File: src/rtl/udp_tx_arbiter.sv
// udp_tx_arbiter
//   Round-robin arbiter that merges NUM_REQ byte-wide AXI-Stream requesters
//   into one UDP transmit stream. A grant lasts for a whole packet. The
//   destination and source ports are latched when the grant is made. A granted
//   requester that stops supplying data for TIMEOUT_CYCLES consecutive cycles
//   has its packet ended early: one 0x00 byte with tlast is sent downstream,
//   and the rest of that packet is then drained from the requester.
//
// Ports
//   clk, reset_n            : single clock, synchronous active-low reset
//   req_tdata_in            : byte lane i = [8i+7:8i]
//   req_tvalid_in/tlast_in  : per-requester stream qualifiers
//   req_tready_out          : per-requester ready (only the granted lane can be 1)
//   req_dest/src_port_in    : 16-bit port lanes, lane i = [16i+15:16i]
//   req_enable_in           : requester i may win arbitration when 1
//   udp_tx_*                : merged output stream and latched ports
//   grant_id_out            : current or most recent grant
//   abort_out               : one-cycle pulse when a packet is aborted
//   pkt_cnt_out             : count of packets that completed normally (wraps)
module udp_tx_arbiter #(
  parameter int NUM_REQ        = 4,
  parameter int TIMEOUT_CYCLES = 1024
) (
  input  logic                         clk,
  input  logic                         reset_n,
  input  logic [NUM_REQ*8-1:0]         req_tdata_in,
  input  logic [NUM_REQ-1:0]           req_tvalid_in,
  input  logic [NUM_REQ-1:0]           req_tlast_in,
  output logic [NUM_REQ-1:0]           req_tready_out,
  input  logic [NUM_REQ*16-1:0]        req_dest_port_in,
  input  logic [NUM_REQ*16-1:0]        req_src_port_in,
  input  logic [NUM_REQ-1:0]           req_enable_in,
  output logic [7:0]                   udp_tx_tdata_out,
  output logic                         udp_tx_tvalid_out,
  output logic                         udp_tx_tlast_out,
  input  logic                         udp_tx_tready_in,
  output logic [15:0]                  udp_tx_dest_port_out,
  output logic [15:0]                  udp_tx_src_port_out,
  output logic [$clog2(NUM_REQ)-1:0]   grant_id_out,
  output logic                         abort_out,
  output logic [15:0]                  pkt_cnt_out
);

  localparam int GW = $clog2(NUM_REQ);
  localparam int SW = $clog2(TIMEOUT_CYCLES + 1);

  typedef enum logic [1:0] {IDLE, XFER, ABORT, FLUSH} state_t;

  state_t state, state_nxt;

  logic [NUM_REQ-1:0][7:0]  lane_data;
  logic [NUM_REQ-1:0][15:0] lane_dest;
  logic [NUM_REQ-1:0][15:0] lane_src;

  assign lane_data = req_tdata_in;
  assign lane_dest = req_dest_port_in;
  assign lane_src  = req_src_port_in;

  logic [GW-1:0] grant, last_grant, pick;
  logic          pick_vld;
  logic [SW-1:0] stall_cnt;

  logic g_vld, g_last, beat, timeout;

  assign g_vld   = req_tvalid_in[grant];
  assign g_last  = req_tlast_in[grant];
  assign beat    = g_vld & udp_tx_tready_in;
  // Only cycles where the granted source has no data count as stall cycles.
  // Downstream backpressure never counts.
  assign timeout = ~g_vld & (stall_cnt == SW'(TIMEOUT_CYCLES - 1));

  // Round-robin search starting at last_grant+1. The loop runs from the
  // farthest candidate to the nearest, so the nearest eligible requester is
  // written last and wins.
  always_comb begin
    logic [GW-1:0] idx;
    idx      = '0;
    pick     = '0;
    pick_vld = 1'b0;
    for (int off = NUM_REQ; off >= 1; off--) begin
      idx = GW'((int'(last_grant) + off) % NUM_REQ);
      if (req_tvalid_in[idx] && req_enable_in[idx]) begin
        pick     = idx;
        pick_vld = 1'b1;
      end
    end
  end

  always_comb begin
    state_nxt         = state;
    udp_tx_tdata_out  = 8'h00;
    udp_tx_tvalid_out = 1'b0;
    udp_tx_tlast_out  = 1'b0;
    req_tready_out    = '0;
    case (state)
      IDLE: if (pick_vld) state_nxt = XFER;
      XFER: begin
        udp_tx_tdata_out      = lane_data[grant];
        udp_tx_tvalid_out     = g_vld;
        udp_tx_tlast_out      = g_last;
        req_tready_out[grant] = udp_tx_tready_in;
        if (beat && g_last) state_nxt = IDLE;
        else if (timeout)   state_nxt = ABORT;
      end
      ABORT: begin
        // Close the downstream packet with a 0x00 terminator byte.
        udp_tx_tvalid_out = 1'b1;
        udp_tx_tlast_out  = 1'b1;
        if (udp_tx_tready_in) state_nxt = FLUSH;
      end
      FLUSH: begin
        // Drain the rest of the aborted packet from the requester.
        // Nothing is forwarded downstream.
        req_tready_out[grant] = 1'b1;
        if (g_vld && g_last) state_nxt = IDLE;
      end
      default: state_nxt = IDLE;
    endcase
  end

  always_ff @(posedge clk) begin
    if (!reset_n) begin
      state                <= IDLE;
      grant                <= '0;
      last_grant           <= GW'(NUM_REQ - 1);
      udp_tx_dest_port_out <= '0;
      udp_tx_src_port_out  <= '0;
      pkt_cnt_out          <= '0;
      stall_cnt            <= '0;
      abort_out            <= 1'b0;
    end else begin
      state     <= state_nxt;
      abort_out <= (state == XFER) && timeout;
      case (state)
        IDLE: begin
          stall_cnt <= '0;
          if (pick_vld) begin
            grant                <= pick;
            udp_tx_dest_port_out <= lane_dest[pick];
            udp_tx_src_port_out  <= lane_src[pick];
          end
        end
        XFER: begin
          if (g_vld || timeout) stall_cnt <= '0;
          else                  stall_cnt <= stall_cnt + 1'b1;
          if (beat && g_last) begin
            last_grant  <= grant;
            pkt_cnt_out <= pkt_cnt_out + 16'd1;
          end
        end
        FLUSH: if (g_vld && g_last) last_grant <= grant;
        default: ;
      endcase
    end
  end

  assign grant_id_out = grant;

endmodule
File: config.mk
export PLATFORM = sky130hd
export DESIGN_NAME = udp_tx_arbiter
export DESIGN_NICKNAME = d
export VERILOG_FILES = /design/src/rtl/udp_tx_arbiter.sv
export SDC_FILE = /design/constraint.sdc
export NUM_CORES = 1
export LEC_CHECK = 0
export ABC_AREA = 1
export BUFFER_PORTS_ARGS = -buffer_cell sky130_fd_sc_hd__buf_2
export CORE_ASPECT_RATIO = 1.1
export CORE_MARGIN = 5
export CORE_UTILIZATION = 43
export DETAILED_ROUTE_END_ITERATION = 8
export PLACE_DENSITY_LB_ADDON = 0.3
export SLEW_MARGIN = 20
export SYNTH_ARGS = -nofsm -noshare
export SYNTH_HDL_FRONTEND = slang
export SYNTH_SLANG_ARGS = --single-unit
File: constraint.sdc
create_clock -name clk -period 1.7 [get_ports clk]
set_input_delay 0.255 -clock clk [delete_from_list [all_inputs] [get_ports clk]]
set_output_delay 0.255 -clock clk [all_outputs]
set_load 0.05 [all_outputs]
==> flow_metrics.py <==
metrics = {
    "status": {
        "outcome": "finished, violations left",
        "violations": "setup timing",
    },
    "final_layout": {
        "layout-drive-gt1-share_pct": 47.5,
        "fin_nets": 1358,
        "syn_to_final_growth_pct": 76.1,
        "final_util_pct": 77.3,
        "final_area_mm2": 0.00889,
        "final.fill_count": 841,
    },
    "place": {
        "portBuffers": 239,
        "postPlaceCellArea_mm2": 0.00691,
        "dp_hpwl_mm": 13.7,
        "place.gp.congestion": 0.896,
    },
    "die": {
        "start_util_pct": 43.9,
        "die_h_um": 124,
        "die_w_um": 113,
        "coreArea_mm2": 0.0115,
        "die_area_mm2": 0.0140,
        "ios": 240,
        "rows": 41,
    },
    "synthesis": {
        "synthArstFlopShare_pct": 0,
        "synthCells": 858,
        "synth_top_family_by_area": "simple AND/OR/NAND/NOR gates",
        "ys.flop_type": "dfxtp_1",
        "synthMuxAreaShare_pct": 0,
        "synth_top_cell_area_share_pct": 26.2,
        "synth-xor-area-share_pct": 1.91,
        "yosysWarnings": 0,
        "yosysSeqAreaShare_pct": 26.2,
        "yosys.area_share.simple_pct": 44.4,
        "syn_area_per_cell_um2": 5.88,
        "synth_enable_flop_cells": 0,
        "synth_compound_area_share_pct": 8.73,
        "synth_area_mm2": 0.00505,
        "synth_nets": 1039,
        "yosysMostFrequentCell": "nand2_1",
        "yosys-top-cells-count": "nand2_1, inv_1, nand3_1",
        "synth_seq_cells": 66,
        "synth_cell_types": 35,
        "synth_top_area_cell": "dfxtp_1",
        "synth_fa_ha_area_share_pct": 1.49,
        "synth.area.top_cells": "dfxtp_1, nand3_1, nand2_1, inv_1, nor2_1",
    },
    "route": {
        "drtIter0Drc": 572,
        "via_count": 7094,
        "ant_nets": 0,
        "wl_mm": 22.9,
        "drc": 0,
        "drt-wirelength-per-cell_um": 17.1,
        "dr.pass1.iters": 5,
        "viasPerCell": 5.32,
    },
    "timing": {
        "rsz0062_at_grt": "true",
        "setup_violations": 63,
        "drv_slew": 0,
        "relSlewSlack_pct": 74.0,
        "min_period_ps": 1970,
        "hold_viol_final": 0,
        "fin_crit_sh_pct": 116,
        "layout_setup_ws_ps": -274,
        "worst_slew_pin_slew_ps": 389,
        "hold_slack_ps": 254,
        "setup_tns_ps": -8400,
        "fmax_mhz": 507,
        "final.setup_skew_ps": 8.13,
    },
    "flow_run": {
        "drv_cap": 0,
    },
    "clock_tree": {
        "cts_hold_buffers": 0,
        "worstSkewPairLatency_ps": 330,
        "cts_buffer_depth": 2,
        "cts_tree": "built",
        "clk_pin_slew_ps": 60,
        "cts_made_buffers": 9,
        "cts_root_buf": "clkbuf_16",
        "cts_num_sinks": 66,
        "htreeDepth": 3,
    },
    "critical_path": {
        "critPathArrivalTime_ps": 2250,
        "crit_family": "simple AND/OR/NAND/NOR gates",
        "worstPathBufferInverterCount": 5,
        "crit_top_cell": "nand2_2",
        "crit_path_max_fanout": 8,
        "slowest_stage": "dfxtp_4",
        "end_kind": "flop",
        "critPathMaxStageDelay_ps": 380,
        "path_class": "reg2reg",
        "cp-start-kind": "flop",
        "path_cells": "buf_6 > nand2_2 > nand2_2 > nand2_1 > nand2_2 > o21ai_2 > nand2_2 > buf_12 > buf_12 > buf_16 > nand3_1 > nand3_1 > nand3_1 > nand2_1 > inv_1",
        "cp.required_ps": 1980,
    },
    "global_route": {
        "grt_pass1_vias": 6457,
        "grt_max_degree": 33,
        "grt_pass1_wl_mm": 31.7,
        "antenna_found_initial": 2,
        "grt_overflow": 0,
        "grt_usage_pct": 28.2,
    },
    "power_and_ir_drop": {
        "powerDensity_mw_per_mm2": 1660,
        "total_leakage_power_nw": 4.70,
        "vdd_ir_drop_max_v": 0.00104,
        "power_w": 0.0147,
    },
    "hold_path": {
        "hold_class": "in2reg",
    },
}
[final timing paths]
check,startpoint,endpoint,slack (ps),cells after the start
hold reg to reg,pkt_cnt_out[15]$_SDFFE_PN0P_,pkt_cnt_out[15]$_SDFFE_PN0P_,490,2
hold / removal,reset_n,pkt_cnt_out[4]$_SDFFE_PN0P_,250,3
setup / recovery,last_grant[0]$_SDFFE_PN1P_,udp_tx_src_port_out[1]$_SDFFE_PN0P_,-270,15
setup reg to reg,last_grant[0]$_SDFFE_PN1P_,udp_tx_src_port_out[1]$_SDFFE_PN0P_,-270,15
[power breakdown]
| part | leakage (nW) | switching (W) | internal [W] | total (W) |
|---|---|---|---|---|
| combinational | 4.02 | 0.00644 | 0.00422 | 0.0107 |
| clock | 0.139 | 0.000678 | 0.00106 | 0.00174 |
| sequential | 0.543 | 0.000310 | 0.00200 | 0.00231 |
| total | 4.70 | 0.00743 | 0.00728 | 0.0147 |
[metrics by stage]
| step | std cells | setup slack (ps) |
|---|---|---|
| final | 1334 | -274 |
| after global routing | 1334 | -396 |
| after CTS | 1315 | -159 |
| after detailed placement | 1270 | -392 |
| after global placement | 1270 | -330 |
| after floorplan | 858 | 6.55 |
[layer usage]
layer | global-route usage, % | up-vias | share of wire [%]
li1 | - | 3364 | -
met1 | 33.3 | 3219 | 38
met2 | 49.6 | 428 | 48
met3 | 5.83 | 83 | 9.4
met4 | 12.2 | 0 | 4.0
met5 | 0 | - | 0
[worst min-delay path, delay by kind of cell]
| kind | cells | cell delay, ps |
|---|---|---|
| buf+inv | 1 | 160 |
| simple gates | 2 | 110 |
[sequential cells by signal, summed over array words and instances, names as in the netlist, named ones only]
name,cells
pkt_cnt_out,16
udp_tx_dest_port_out,16
udp_tx_src_port_out,16
stall_cnt,11
grant_id_out,2
last_grant,2
abort_out,1
state,1
[layout make-up]
| cell class | instances | area [µm²] | area share [%] |
|---|---|---|---|
| Multi-Input combinational cell | 582 | 3770 | 42.5 |
| Timing Repair Buffer | 351 | 2650 | 29.8 |
| Sequential cell | 66 | 1340 | 15.1 |
| Inverter | 167 | 651 | 7.32 |
| Clock buffer | 13 | 260 | 2.93 |
| Tap cell | 150 | 188 | 2.11 |
| Clock inverter | 3 | 15.0 | 0.169 |
| Antenna cell | 2 | 5.00 | 0.0563 |
[timing repair]
item                       in CTS  in global routing
cloned                          9                 10
setup buffers                  20                  9
gates resized for setup       147                133
pin swaps                      38                 72
setup endpoints to repair      63                 78
[cell families after synthesis]
kind of cell,after synthesis
fa+ha+maj,6
simple gates,489
xor+xnor,11
buf+inv,211
compound gates,75
flops,66
[layout by cell type (no fill, tap or decap), types with 3 or more instances in the layout]
cell	instances
buf_2	226
inv_1	152
nand2_1	135
nand3_1	104
nor2_1	62
buf_4	60
dfxtp_1	57
nand2_2	48
nand3_2	44
buf_6	35
nand3b_1	31
a21oi_1	20
a22oi_2	19
clkbuf_16	17
nand2_4	14
nor2_4	11
a21oi_4	11
nor3_1	11
buf_12	9
inv_2	8
o21ai_0	8
nand4_1	8
buf_16	8
xor2_1	7
nor2_2	6
o21ai_1	6
nand3_4	5
dfxtp_2	5
buf_8	5
clkinv_2	4
o22ai_1	4
xnor2_1	4
dfxtp_4	4
inv_4	3
nand2_8	3
ha_1	3
ha_4	3
(Power assumes the default switching activity.)
